`src/rtl/vga_sync_receiver.sv`:
```
// VGA sync receiver: recovers the pixel/line position from hsync/vsync,
// measures line and frame timing, decides when the timing can be trusted
// (locked), and captures one probed pixel per frame while locked.
//
// Handshake: this block has no valid/ready flows. probe_valid_o is a
// one-cycle strobe that is high exactly when probe_rgb_o has just been
// loaded. h_err_o and v_err_o are one-cycle strobes, one per violation.
module vga_sync_receiver #(
    parameter int HPIXELS = 800,
    parameter int VLINES  = 521,
    parameter int HPULSE  = 96,
    parameter int VPULSE  = 2
) (
    input  logic        pixel_clk,
    input  logic        rst,
    input  logic        hsync_i,
    input  logic        vsync_i,
    input  logic [2:0]  red_i,
    input  logic [2:0]  green_i,
    input  logic [1:0]  blue_i,
    input  logic [9:0]  probe_x_i,
    input  logic [9:0]  probe_y_i,
    output logic        locked_o,
    output logic [10:0] line_len_o,
    output logic [10:0] frame_lines_o,
    output logic        h_err_o,
    output logic        v_err_o,
    output logic [7:0]  probe_rgb_o,
    output logic        probe_valid_o,
    output logic [1:0]  state_o
);

    typedef enum logic [1:0] {
        SEARCH = 2'd0,
        TRACK  = 2'd1,
        LOCKED = 2'd2
    } state_t;

    localparam logic [10:0] HPIX_W  = 11'(HPIXELS);
    localparam logic [10:0] VLIN_W  = 11'(VLINES);
    localparam logic [10:0] HPUL_W  = 11'(HPULSE);
    localparam logic [10:0] VPUL_W  = 11'(VPULSE);
    localparam logic [10:0] WD_MAX  = 11'(2 * HPIXELS - 1);
    localparam logic [10:0] CNT_MAX = 11'h7FF;

    // Input sampling (s1) and edge-detect history (s2).
    logic        hs_s1_q, vs_s1_q, hs_s2_q, vs_s2_q;
    logic [7:0]  rgb_s1_q;

    // Position recovery and measurements.
    logic [10:0] cur_h_q, cur_h_d;
    logic [10:0] cur_v_q, cur_v_d;
    logic [10:0] vw_q, vw_d;
    logic [10:0] line_len_q, line_len_d;
    logic [10:0] frame_lines_q, frame_lines_d;
    logic        h_seen_q, v_seen_q, v_pend_q, v_pend_d;
    logic        h_err_q, h_err_d, v_err_q, v_err_d;
    logic [7:0]  probe_rgb_q, probe_rgb_d;
    logic        probe_valid_q, probe_valid_d;

    // Lock FSM.
    state_t      state_q;
    logic [1:0]  frames_q;
    logic        clean_q;
    logic        locked_q;

    logic        hs_fall, hs_rise, vs_fall, vs_rise;
    logic        wd_hit, err_now;
    logic [10:0] h_plus1, v_plus1;

    assign hs_fall = hs_s2_q & ~hs_s1_q;
    assign hs_rise = ~hs_s2_q & hs_s1_q;
    assign vs_fall = vs_s2_q & ~vs_s1_q;
    assign vs_rise = ~vs_s2_q & vs_s1_q;
    assign h_plus1 = cur_h_q + 11'd1;
    assign v_plus1 = cur_v_q + 11'd1;
    // A line that runs to twice its nominal length means hsync is gone.
    assign wd_hit  = ~hs_fall && (cur_h_q == WD_MAX);
    assign err_now = h_err_d | v_err_d;

    // Next-state for position counters, measurements, errors and probe.
    always_comb begin
        cur_h_d       = cur_h_q;
        cur_v_d       = cur_v_q;
        v_pend_d      = v_pend_q;
        vw_d          = vw_q;
        line_len_d    = line_len_q;
        frame_lines_d = frame_lines_q;
        h_err_d       = 1'b0;
        v_err_d       = 1'b0;
        probe_rgb_d   = probe_rgb_q;
        probe_valid_d = 1'b0;

        // Column of the pixel currently in s1; saturates instead of wrapping.
        if (hs_fall) begin
            cur_h_d = 11'd0;
        end else if (cur_h_q != WD_MAX) begin
            cur_h_d = h_plus1;
        end

        // A vsync fall anywhere in the line (up to and including its hsync
        // fall) makes that line line zero.
        if (hs_fall) begin
            if (vs_fall || v_pend_q) begin
                cur_v_d = 11'd0;
            end else if (cur_v_q != CNT_MAX) begin
                cur_v_d = v_plus1;
            end
            v_pend_d = 1'b0;
        end else if (vs_fall) begin
            v_pend_d = 1'b1;
        end

        // Vsync low width counted as line starts seen while vsync is low.
        if (vs_fall) begin
            vw_d = hs_fall ? 11'd1 : 11'd0;
        end else if (hs_fall && !vs_s1_q && (vw_q != CNT_MAX)) begin
            vw_d = vw_q + 11'd1;
        end

        // Nothing is measured until a starting edge has been seen.
        if (hs_fall && h_seen_q) begin
            line_len_d = h_plus1;
            if (h_plus1 != HPIX_W) h_err_d = 1'b1;
        end
        if (hs_rise && h_seen_q && (h_plus1 != HPUL_W)) h_err_d = 1'b1;

        if (vs_fall && v_seen_q) begin
            frame_lines_d = v_plus1;
            if (v_plus1 != VLIN_W) v_err_d = 1'b1;
        end
        if (vs_rise && v_seen_q && (vw_q != VPUL_W)) v_err_d = 1'b1;

        // Probe compares against the position of the s1 pixel.
        if ((state_q == LOCKED) && (cur_h_d < HPIX_W) && (cur_v_d < VLIN_W) &&
            (cur_h_d == {1'b0, probe_x_i}) && (cur_v_d == {1'b0, probe_y_i})) begin
            probe_rgb_d   = rgb_s1_q;
            probe_valid_d = 1'b1;
        end
    end

    // Input registers, counters, measurements and registered outputs.
    always_ff @(posedge pixel_clk or posedge rst) begin
        if (rst) begin
            hs_s1_q       <= 1'b1;
            vs_s1_q       <= 1'b1;
            hs_s2_q       <= 1'b1;
            vs_s2_q       <= 1'b1;
            rgb_s1_q      <= 8'd0;
            cur_h_q       <= 11'd0;
            cur_v_q       <= 11'd0;
            vw_q          <= 11'd0;
            line_len_q    <= 11'd0;
            frame_lines_q <= 11'd0;
            h_seen_q      <= 1'b0;
            v_seen_q      <= 1'b0;
            v_pend_q      <= 1'b0;
            h_err_q       <= 1'b0;
            v_err_q       <= 1'b0;
            probe_rgb_q   <= 8'd0;
            probe_valid_q <= 1'b0;
        end else begin
            hs_s1_q       <= hsync_i;
            vs_s1_q       <= vsync_i;
            hs_s2_q       <= hs_s1_q;
            vs_s2_q       <= vs_s1_q;
            rgb_s1_q      <= {red_i, green_i, blue_i};
            cur_h_q       <= cur_h_d;
            cur_v_q       <= cur_v_d;
            vw_q          <= vw_d;
            line_len_q    <= line_len_d;
            frame_lines_q <= frame_lines_d;
            h_seen_q      <= h_seen_q | hs_fall;
            v_seen_q      <= v_seen_q | vs_fall;
            v_pend_q      <= v_pend_d;
            h_err_q       <= h_err_d;
            v_err_q       <= v_err_d;
            probe_rgb_q   <= probe_rgb_d;
            probe_valid_q <= probe_valid_d;
        end
    end

    // Lock FSM: two clean complete frames in TRACK give LOCKED; any error
    // drops back to TRACK; losing hsync drops all the way to SEARCH.
    always_ff @(posedge pixel_clk or posedge rst) begin
        if (rst) begin
            state_q  <= SEARCH;
            frames_q <= 2'd0;
            clean_q  <= 1'b0;
            locked_q <= 1'b0;
        end else if (wd_hit) begin
            state_q  <= SEARCH;
            frames_q <= 2'd0;
            clean_q  <= 1'b0;
            locked_q <= 1'b0;
        end else begin
            case (state_q)
                SEARCH: begin
                    if (vs_fall) begin
                        state_q  <= TRACK;
                        frames_q <= 2'd0;
                        clean_q  <= 1'b1;
                    end
                end
                TRACK: begin
                    if (vs_fall) begin
                        clean_q <= 1'b1;
                        if (clean_q && !err_now) begin
                            if (frames_q == 2'd1) begin
                                state_q  <= LOCKED;
                                frames_q <= 2'd0;
                                locked_q <= 1'b1;
                            end else begin
                                frames_q <= frames_q + 2'd1;
                            end
                        end else begin
                            frames_q <= 2'd0;
                        end
                    end else if (err_now) begin
                        frames_q <= 2'd0;
                        clean_q  <= 1'b0;
                    end
                end
                LOCKED: begin
                    if (err_now) begin
                        state_q  <= TRACK;
                        frames_q <= 2'd0;
                        clean_q  <= vs_fall;
                        locked_q <= 1'b0;
                    end
                end
                default: begin
                    state_q  <= SEARCH;
                    frames_q <= 2'd0;
                    clean_q  <= 1'b0;
                    locked_q <= 1'b0;
                end
            endcase
        end
    end

    assign locked_o      = locked_q;
    assign line_len_o    = line_len_q;
    assign frame_lines_o = frame_lines_q;
    assign h_err_o       = h_err_q;
    assign v_err_o       = v_err_q;
    assign probe_rgb_o   = probe_rgb_q;
    assign probe_valid_o = probe_valid_q;
    assign state_o       = state_q;

endmodule
```
`config.mk`:
```
export PLATFORM = sky130hd
export DESIGN_NAME = vga_sync_receiver
export DESIGN_NICKNAME = d
export VERILOG_FILES = /design/src/rtl/vga_sync_receiver.sv
export SDC_FILE = /design/constraint.sdc
export NUM_CORES = 1
export LEC_CHECK = 0
export BUFFER_PORTS_ARGS = -buffer_cell sky130_fd_sc_hd__buf_2
export CORE_AREA = 2 2 97 99
export DETAILED_ROUTE_END_ITERATION = 12
export DIE_AREA = 0 0 99 101
export MAX_ROUTING_LAYER = met4
export PLACE_DENSITY = 0.88
export SLEW_MARGIN = 15
export SYNTH_ARGS = -nofsm -noshare
export SYNTH_HDL_FRONTEND = slang
export SYNTH_SLANG_ARGS = --single-unit
```
`constraint.sdc`:
```
create_clock -name pixel_clk -period 4.05 [get_ports pixel_clk]
set_input_delay 0.2025 -clock pixel_clk [delete_from_list [all_inputs] [get_ports pixel_clk]]
set_output_delay 0.2025 -clock pixel_clk [all_outputs]
set_load 0.005 [all_outputs]
```
==> results.txt, run 1 <==
outcome: finished with violations
failing checks: hold timing
Ys Warns: 0
syn_nets: 592
via count: 4444
layout net count: 657
commonest cells in the synthesized netlist: 83 x dfrtp_1, 51 x nand2_1, 43 x o21ai_0, 35 x nor2_1, 31 x a21oi_1
Final min period: 3.75 ns
Cells after Synth: 550
DIE AREA: 10000 um^2
count of final hold-check violations: 44
slew margin rel.: 50.0%
Worst Path Buf+Inv: 1
Layout Area Growth over Synthesis: 14.4%
clock-pin slew on the worst setup and hold paths: 0.09 ns
DRT iter0 DRCs: 419
Slew @ Worst Pin: 0.750 ns
Net Sw Frac: 31.6%
average size of a mapped cell: 9.20 um^2
number of global-route vias before repair: 4299
I/O pin total: 68
unrepaired setup endpoints after global routing: no
R2R depth: 10
crit-path max FO: 12
reg2reg end: probe_rgb_o[2]$_DFFE_PP0P_
library cells used by synthesis: 64
Worst-Skew Late Latency: 0.36 ns
data required time of the worst path: 4.29 ns
combinational fraction of design power: 22.6%
Hold Path Class: input port to async pin
Slew Viols, Final: 0
TritonCTS buffer count: 9
antenna-violating nets left: 0
htree depth: 3
drt via density: 6.08
Initial Util: 56.4%
die height: 101 um
clock skew: 0.0200 ns
R2R Path Start: cur_v_q[0]$_DFF_PP0_
CP dominant cell by count: and3_1
synthesized area: 5060 um^2
final setup fails: 0
Fmax: 267 MHz
Final Util: 64.5%
Sw Pwr: 708 uW
Yosys top cell area share: 41.0%
Seq pwr share: 46.6%
CP Capture Type: flip-flop
post-cts resize count: 0
GRT Util Overall: 28.0%
internal power: 1530 uW
DRC: 0
Root Driver: clkbuf_8
Placer Congestion: 0.937
Worst EP arrival: 3.99 ns
CTS tree: done
global-route wire length before repair: 21700 um
final worst-path cycle share: 92.6%
maximum VDD drop: 0.000315 V
DPL Wire Length: 9350 um
flop-to-flop setup slack: 0.30 ns
most area-consuming cells after synthesis: dfrtp_1 41%, o21ai_0 4.3%, nand2_1 3.8%, xnor2_1 3.5%, a21oi_1 3.1%
Post-synth ARST share: 100%
critical path's slowest cell: dfrtp_1
Inserted Diodes: 0
Clk pwr share: 30.8%
Setup CP Type: flip-flop to flip-flop
GRT overflow: 0
critical path's top delay family: simple AND/OR/NAND/NOR gates
Clock Sinks: 87
core area: 8980 um^2
cell taking the most area after synthesis: dfrtp_1
MaxCap Viol Count: 0
dominant synthesized flop cell: dfrtp_1
Setup TNS: 0 ns
largest net degree at the start of global routing: 62
pwr/cell area: 386 nW/um^2
Post-Route WL: 12900 um
count leader, synth: dfrtp_1
Avg WL per Cell: 17.7 um
Clock Path Buffers: 2
initial antenna violation count: 0
Hold Slack: -0.0188 ns
die width: 99 um
delay of the slowest cell on the worst path: 0.55 ns
Buffers on Ports: 67
leak pwr: 0.00263 uW
#FFs+latches synth: 87
number of synthesized flops with an enable pin: 0
CP cell instances: ha_1 -> and3_1 -> a41oi_1 -> and3_1 -> a2111oi_0 -> nand4_1 -> nand4b_1 -> nor4_4 -> buf_4 -> mux2_2
crit path launch type: flip-flop
DRT Pass-1 Iters: 5
register area share after synthesis: 43.1%
row count: 35
layout cells sized above 1: 19.5%
cells by family (layout without fill, tap and decap cells):
logic type               Yosys count  in the layout  synth area share (%)
buffers and inverters             58            128                  4.72
AO/OA/AOI/OAI                    134            134                  17.0
XOR/XNOR                          37             37                  6.40
adder cells (fa/ha/maj)           10             10                  2.47
AND/OR/NAND/NOR                  205            205                  22.3
flip-flops                        87             87                  43.1
multiplexers                      19             19                  4.03
metrics by stage:
stage	setup WS (ns)	instance area, um^2	instances	total power, uW
detailed placement	0.220	5460	704	1550
floorplan	0.992	5060	550	1390
global placement	0.362	5460	704	1530
finish	0.300	5790	731	2240
CTS	0.185	5780	730	2250
global route	0.0645	5790	731	2370
power groups by stage:
stage / Combinational (uW) / Clock (uW) / Sequential, uW
after detailed placement: 494 / 0 / 1060
after global routing: 571 / 738 / 1060
after CTS: 505 / 702 / 1040
final: 506 / 690 / 1040
after global placement: 480 / 0 / 1050
after floorplan: 371 / 0 / 1020
sequential cells by signal, summed over array words and instances, names as in the netlist, 2 cells and up:
signal,flops
line_len_o,11
vw_q,11
frames_q,2
frame_lines_o,11
probe_rgb_o,8
cur_v_q,11
rgb_s1_q,8
cur_h_q,11
state_o,2
how the worst max path moves through the flow:
stage,endpoint,from,cells after the start
after global placement,probe_rgb_o[0]$_DFFE_PP0P_,cur_v_q[0]$_DFF_PP0_,9
after CTS,probe_rgb_o[2]$_DFFE_PP0P_,cur_v_q[0]$_DFF_PP0_,9
final,probe_rgb_o[2]$_DFFE_PP0P_,cur_v_q[0]$_DFF_PP0_,10
after floorplan,probe_rgb_o[0]$_DFFE_PP0P_,cur_v_q[1]$_DFF_PP0_,11
after detailed placement,probe_rgb_o[2]$_DFFE_PP0P_,cur_v_q[0]$_DFF_PP0_,9
after global routing,probe_rgb_o[2]$_DFFE_PP0P_,cur_v_q[0]$_DFF_PP0_,10
area by class of cell:
cell class / count / area, um^2
Fill cell: 718 / 3190
Multi-Input combinational cell: 405 / 2640
Sequential cell: 87 / 2180
Timing Repair Buffer: 87 / 510
Tap cell: 111 / 139
Clock buffer: 9 / 124
Clock inverter: 7 / 100
Inverter: 25 / 96.3
metal layers:
metal | GRT usage [%] | vias to the layer above | part of all wire (%)
li1 | - | 2121 | -
met1 | 38.2 | 2132 | 45
met2 | 43.7 | 169 | 47
met3 | 4.99 | 22 | 6.0
met4 | 7.06 | 0 | 1.7
met5 | - | - | 0
layout by cell type, fill, tap and decap left out, types with 9 or more instances in the layout:
cell type / instances
dfrtp_1: 83
buf_2: 67
nand2_1: 51
o21ai_0: 43
nor2_1: 35
a21oi_1: 31
inv_1: 24
xnor2_1: 20
xor2_1: 17
nand3_1: 16
nor3_1: 16
nand4_1: 14
mux2_2: 10
ha_1: 10
dlygate4sd3_1: 10
buf_4: 10
clkbuf_8: 9
worst register-to-register path: stages, from the launching register on:
cell       delay, ns
dfrtp_1         0.55
ha_1            0.47
and3_1          0.37
a41oi_1         0.31
and3_1          0.29
a2111oi_0       0.37
nand4_1         0.14
nand4b_1        0.27
nor4_4          0.28
buf_4           0.22
mux2_2          0.36
what timing repair did:
action	4_1_cts	5_1_grt
hold endpoints to repair	10	0
buffers inserted	0	1
hold buffers	10	0
setup endpoints to repair	0	8
Power figures use the tool's default switching activity.
==> run 2, diff against run 1 <==
--- a/config.mk
+++ b/config.mk
@@ -5,6 +5,7 @@
 export SDC_FILE = /design/constraint.sdc
 export NUM_CORES = 1
 export LEC_CHECK = 0
+export ABC_AREA = 1
 export BUFFER_PORTS_ARGS = -buffer_cell sky130_fd_sc_hd__buf_2
 export CORE_AREA = 2 2 97 99
 export DETAILED_ROUTE_END_ITERATION = 12
==> run 2 against run 1 <==
Net effect: the flow now finishes without violations; design area up 0.56%; sequential power about the same; first-iteration DRC count down 54%; critical path depth is 3 higher; largest power group unchanged; critical endpoint is now probe_rgb_o[7]$_DFFE_PP0P_; synthesized cell count rose by 27%; worst hold slack better by 0.041 ns; combinational power grew 17%; die area unchanged; setup slack improved by 1.1 ns; register-to-register slack better by 1.1 ns.
==> results.txt, run 2 <==
most frequent cells in the layout: 235 x nand2_1, 101 x inv_1, 83 x dfrtp_1
R2R Path Start: hs_s1_q$_DFF_PP1_
Synth Area in Compound Gates: 5.39%
most area-consuming cells after synthesis: dfrtp_1 41%, nand2_1 17%, inv_1 7.6%, nand3_1 6.3%, nor2_1 4.2%
MaxCap Viol Count: 0
DRC: 0
unrepaired setup endpoints after global routing: no
Synth Area in Simple Gates: 40.1%
clock skew: 0.0102 ns
Worst EP arrival: 2.93 ns
CP Capture Type: flip-flop
clock-pin slew on the worst setup and hold paths: 0.10 ns
die width: 99 um
TritonCTS buffer count: 9
outcome: completed
#FFs+latches synth: 87
Worst Setup SP: hs_s1_q$_DFF_PP1_
Placer Congestion: 0.928
Net Sw Frac: 35.5%
Final min period: 2.66 ns
post-synthesis adder-cell area fraction: 2.47%
GRT overflow: 0
crit path launch type: flip-flop
drt via density: 5.24
Clock Sinks: 87
library cells used by synthesis: 37
row count: 35
Buffers on Ports: 67
via count: 4683
Setup TNS: 0 ns
R2R depth: 13
Avg WL per Cell: 13.3 um
I/O pin total: 68
DPL Wire Length: 9120 um
Sw Pwr: 811 uW
Slew Viols, Final: 0
CP cell instances: inv_1 -> nand2_2 -> inv_2 -> nand2_4 -> nand2_1 -> nand3_2 -> inv_2 -> o21ai_1 -> nand2_1 -> nand2_4 -> nand3_2 -> nand2_1 -> nand2_1
initial antenna violation count: 0
cell taking the most area after synthesis: dfrtp_1
synthesized area: 5060 um^2
crit-path max FO: 28
GRT Util Overall: 25.9%
Yosys top cell area share: 41.0%
combinational fraction of design power: 25.9%
CTS Hold Bufs: 10
pwr/cell area: 392 nW/um^2
number of synthesized flops with an enable pin: 0
commonest cells in the synthesized netlist: 235 x nand2_1, 102 x inv_1, 83 x dfrtp_1, 64 x nand3_1, 57 x nor2_1
DRT iter0 DRCs: 192
syn_nets: 738
Root Driver: clkbuf_8
layout net count: 819
DRT Pass-1 Iters: 6
Inserted Diodes: 0
internal power: 1470 uW
largest family of logic cells by synthesized area: simple AND/OR/NAND/NOR gates
maximum VDD drop: 0.000242 V
Post-synth ARST share: 100%
flop-to-flop setup slack: 1.39 ns
Ys Warns: 0
global-route wire length before repair: 20100 um
dominant synthesized flop cell: dfrtp_1
delay of the slowest cell on the worst path: 0.54 ns
post-synthesis mux area share: 0%
most common cell after layout, fill and taps aside: nand2_1
leak pwr: 0.00322 uW
XOR/XNOR share of the synthesized area: 0.173%
Hold Path Class: input port to async pin
number of global-route vias before repair: 4413
Post-Route WL: 11900 um
Clk pwr share: 28.5%
Clock Path Buffers: 2
post-cts resize count: 0
DIE AREA: 10000 um^2
CTS tree: done
count of final hold-check violations: 0
Worst-Skew Late Latency: 0.37 ns
final worst-path cycle share: 65.7%
Hold Slack: 0.0221 ns
die height: 101 um
final setup fails: 0
Cells after Synth: 696
core area: 8980 um^2
data required time of the worst path: 4.32 ns
Layout Area Growth over Synthesis: 15.1%
Seq pwr share: 45.6%
antenna-violating nets left: 0
largest net degree at the start of global routing: 62
CP dominant cell by count: nand2_1
Fmax: 376 MHz
htree depth: 3
Slew @ Worst Pin: 1.03 ns
count leader, synth: nand2_1
reg2reg end: probe_rgb_o[7]$_DFFE_PP0P_
register area share after synthesis: 43.1%
average size of a mapped cell: 7.27 um^2
critical path's slowest cell: dfstp_2
Setup CP Type: flip-flop to flip-flop
layout cells sized above 1: 17.5%
setup bufs post-CTS: 0
Initial Util: 56.4%
slew margin rel.: 31.3%
==> run 2: layout make-up <==
cell class                 count  area [um^2]
fill                         779         3150
multi-input combinational    493         2430
sequential                    87         2180
timing repair buffer          78          443
inverter                     108          412
tap                          111          139
clock buffer                   9          124
clock inverter                 7         90.1
==> run 2: power groups by stage <==
stage	Sequential [uW]	Combinational (uW)	Clock, uW
3_3_place_gp	1050	567	0
6_report	1040	591	651
4_1_cts	1040	593	661
5_1_grt	1050	678	706
3_5_place_dp	1060	582	0
2_1_floorplan	1050	412	0
==> run 2: through the flow <==
stage          cell area [um^2]  std cells  setup WS [ns]  utilization (%)  total power (uW)
2_1_floorplan              5060        696           1.60                -              1460
3_3_place_gp               5510        867           1.53             61.4              1620
3_5_place_dp               5510        867           1.39             61.4              1640
4_1_cts                    5820        893           1.38             64.9              2290
5_1_grt                    5820        893           1.09             64.9              2440
6_report                   5820        893           1.39             64.9              2280
==> run 2: logic make-up after synthesis <==
group	count (synthesis)
simple gates	432
buf+inv	116
flops	87
compound gates	50
fa+ha+maj	10
xor+xnor	1
==> run 2: worst max path at each step <==
stage	depth (start not counted)	to	slack, ns
final	13	probe_rgb_o[7]$_DFFE_PP0P_	1.39
after global placement	13	probe_rgb_o[5]$_DFFE_PP0P_	1.53
after detailed placement	13	probe_rgb_o[4]$_DFFE_PP0P_	1.39
after CTS	13	probe_rgb_o[4]$_DFFE_PP0P_	1.38
after global routing	15	probe_rgb_o[7]$_DFFE_PP0P_	1.09
after floorplan	1	clean_q$_DFFE_PP0P_	1.60
==> run 2: critical path: cells and delay by family (launching register included) <==
family | cells | cell delay, ns
AOI/OAI and AO/OA | 1 | 0.14
and+or+nand+nor | 9 | 1.50
buffers and inverters | 3 | 0.35
DFF | 1 | 0.54
==> run 2: routing by layer <==
metal / vias up / global-route usage (%) / routed length [um]
met5: - / - / 0
met1: 2182 / 31.3 / 5170
met3: 21 / 4.72 / 467
li1: 2363 / - / -
met2: 117 / 44.5 / 6040
met4: 0 / 7.59 / 197
==> run 3, diff against run 2 <==
--- a/config.mk
+++ b/config.mk
@@ -7,11 +7,11 @@
 export LEC_CHECK = 0
 export ABC_AREA = 1
 export BUFFER_PORTS_ARGS = -buffer_cell sky130_fd_sc_hd__buf_2
-export CORE_AREA = 2 2 97 99
+export CORE_AREA = 2 2 101 103
 export DETAILED_ROUTE_END_ITERATION = 12
-export DIE_AREA = 0 0 99 101
+export DIE_AREA = 0 0 103 105
 export MAX_ROUTING_LAYER = met4
-export PLACE_DENSITY = 0.88
+export PLACE_DENSITY = 0.85
 export SLEW_MARGIN = 15
 export SYNTH_ARGS = -nofsm -noshare
 export SYNTH_HDL_FRONTEND = slang
==> constraint.sdc (replaced) <==
create_clock -name pixel_clk -period 2.3 [get_ports pixel_clk]
set_input_delay 0.115 -clock pixel_clk [delete_from_list [all_inputs] [get_ports pixel_clk]]
set_output_delay 0.115 -clock pixel_clk [all_outputs]
set_load 0.005 [all_outputs]
==> run 3 against run 2 <==
Net effect: the run now ends with setup timing left; design area rose by 10%; critical endpoint is now probe_rgb_o[4]$_DFFE_PP0P_; die area rose by 8.2%; first-iteration DRC count rose by 54%; sequential cell count did not move; maximum frequency rose by 14%; worst hold slack improved by 0.25 ns; non-clock buffer count rose by 31; combinational power rose by 110%; register-to-register slack got worse by 1.4 ns; global-route usage fell by 2.2 points; cell count rose by 6.0%; highest routed layer unchanged; critical path depth rose by 2; critical path type unchanged.
==> results.txt, run 3 (same netlist as run 2, synthesis figures left out) <==
outcome: finished with violations
failing checks: setup timing
Root Driver: clkbuf_8
Initial Util: 52.5%
initial antenna violation count: 0
Hold Slack: 0.272 ns
Final Util: 66.5%
row count: 36
post-route cell area: 6410 um^2
largest net degree at the start of global routing: 62
Avg WL per Cell: 13.9 um
Fmax: 429 MHz
final setup fails: 6
clock skew: 0.0128 ns
number of global-route vias before repair: 4312
Post-Route WL: 13100 um
Clk pwr share: 25.5%
Hold Path Class: input port to flip-flop
antenna-violating nets left: 0
DIE AREA: 10800 um^2
DRT iter0 DRCs: 295
Net Sw Frac: 37.9%
DRT Pass-1 Iters: 5
final worst-path cycle share: 101%
global-route wire length before repair: 19600 um
MaxCap Viol Count: 0
crit-path max FO: 5
Worst EP arrival: 2.60 ns
CP Capture Type: flip-flop
drt via density: 5.24
Slew Viols, Final: 0
clock-pin slew on the worst setup and hold paths: 0.10 ns
DRC: 0
Clock Path Buffers: 2
pre-CTS setup slack: 0.00510 ns
final setup margin: -0.0291 ns
Inserted Diodes: 0
Seq pwr share: 44.3%
most frequent cells in the layout: 205 x nand2_1, 98 x inv_1, 80 x dfrtp_1
core area: 9640 um^2
most common cell after layout, fill and taps aside: nand2_1
layout net count: 851
pwr/cell area: 655 nW/um^2
count of final hold-check violations: 0
combinational fraction of design power: 30.2%
TritonCTS buffer count: 9
Setup CP Type: flip-flop to flip-flop
GRT overflow: 0
Worst-Skew Late Latency: 0.38 ns
htree depth: 3
Slew @ Worst Pin: 0.569 ns
unrepaired setup endpoints after global routing: yes
data required time of the worst path: 2.57 ns
Placer Congestion: 0.972
Final min period: 2.33 ns
die height: 105 um
Buffers on Ports: 67
Layout Area Growth over Synthesis: 26.6%
I/O pin total: 68
maximum VDD drop: 0.000470 V
multi-input logic area: 2730 um^2
crit path launch type: flip-flop
CTS tree: done
layout cells sized above 1: 28.6%
GRT Util Overall: 23.7%
fillers: 756
die width: 103 um
Sw Pwr: 1590 uW
DPL Wire Length: 8890 um
Sequential cell area: 2190 um^2
via count: 4960
internal power: 2600 uW
placed cell area: 5630 um^2
Clock Sinks: 87
Setup TNS: -0.0974 ns
leak pwr: 0.00341 uW
slew margin rel.: 62.0%
-- run 3: per-stage QoR --
| stage | power (uW) | cells |
|---|---|---|
| 3_3_place_gp | 2900 | 899 |
| 6_report | 4190 | 947 |
| 2_1_floorplan | 2570 | 696 |
| 3_5_place_dp | 2930 | 899 |
| 5_1_grt | 4450 | 947 |
| 4_1_cts | 4000 | 928 |
-- run 3: critical path: stages, from the launching register on --
cell and delay, ns:
dfrtp_1 0.42, ha_4 0.20, nand2_4 0.07, nor2_4 0.19, buf_4 0.16, nand4_1 0.11, nand3_1 0.16, nand2_1 0.08
nand2_2 0.10, nand2_1 0.07, nor2_2 0.14, nand2_2 0.09, nor2_4 0.16, nand3_4 0.14, nand2_2 0.08, nand2_1 0.05
-- run 3: final cells by class --
class | count | area share [%]
clock buffer | 9 | 1.93
inverter | 108 | 6.50
multi-input combinational | 494 | 42.7
clock inverter | 7 | 1.11
timing repair buffer | 109 | 11.1
tap | 133 | 2.60
sequential | 87 | 34.1
-- run 3: metal layers --
metal  global-route usage [%]  wire length [um]  vias up  share of wire (%)
met3                     4.62               863       47                6.6
li1                         -                 -     2432                  -
met2                     37.3              6400      214                 49
met4                     7.05               454        0                3.5
met5                        -                 0        -                  0
met1                     30.9              5400     2267                 41
-- run 3: power groups by stage --
| stage | logic [uW] | clock network (uW) | registers (uW) |
|---|---|---|---|
| floorplan | 726 | 0 | 1840 |
| detailed placement | 1080 | 0 | 1840 |
| global route | 1420 | 1150 | 1880 |
| finish | 1270 | 1070 | 1860 |
| CTS | 1110 | 1080 | 1820 |
| global placement | 1060 | 0 | 1840 |
-- run 3: worst paths after layout --
| check | endpoint | slack [ns] | startpoint | depth (start not counted) |
|---|---|---|---|---|
| min | probe_valid_o$_DFF_PP0_ | 0.27 | probe_y_i[7] | 8 |
| max | probe_rgb_o[4]$_DFFE_PP0P_ | -0.03 | cur_h_q[1]$_DFF_PP0_ | 15 |
| max in group asynchronous | hs_s2_q$_DFF_PP1_ | 1.21 | rst | 4 |
| min in group asynchronous | probe_rgb_o[5]$_DFFE_PP0P_ | 0.35 | rst | 3 |
| min reg2reg | hs_s2_q$_DFF_PP1_ | 0.37 | hs_s1_q$_DFF_PP1_ | 0 |
| max reg2reg | probe_rgb_o[4]$_DFFE_PP0P_ | -0.03 | cur_h_q[1]$_DFF_PP0_ | 15 |
-- run 3: repair_timing --
action                                 in CTS  in global routing
gates cloned                                0                  1
endpoints found under the hold margin      36                  0
hold buffers                               11                  0
setup endpoints to repair                   8                 14
setup buffers                               2                 18
pin swaps                                   1                 43
gates resized for setup                     1                 89
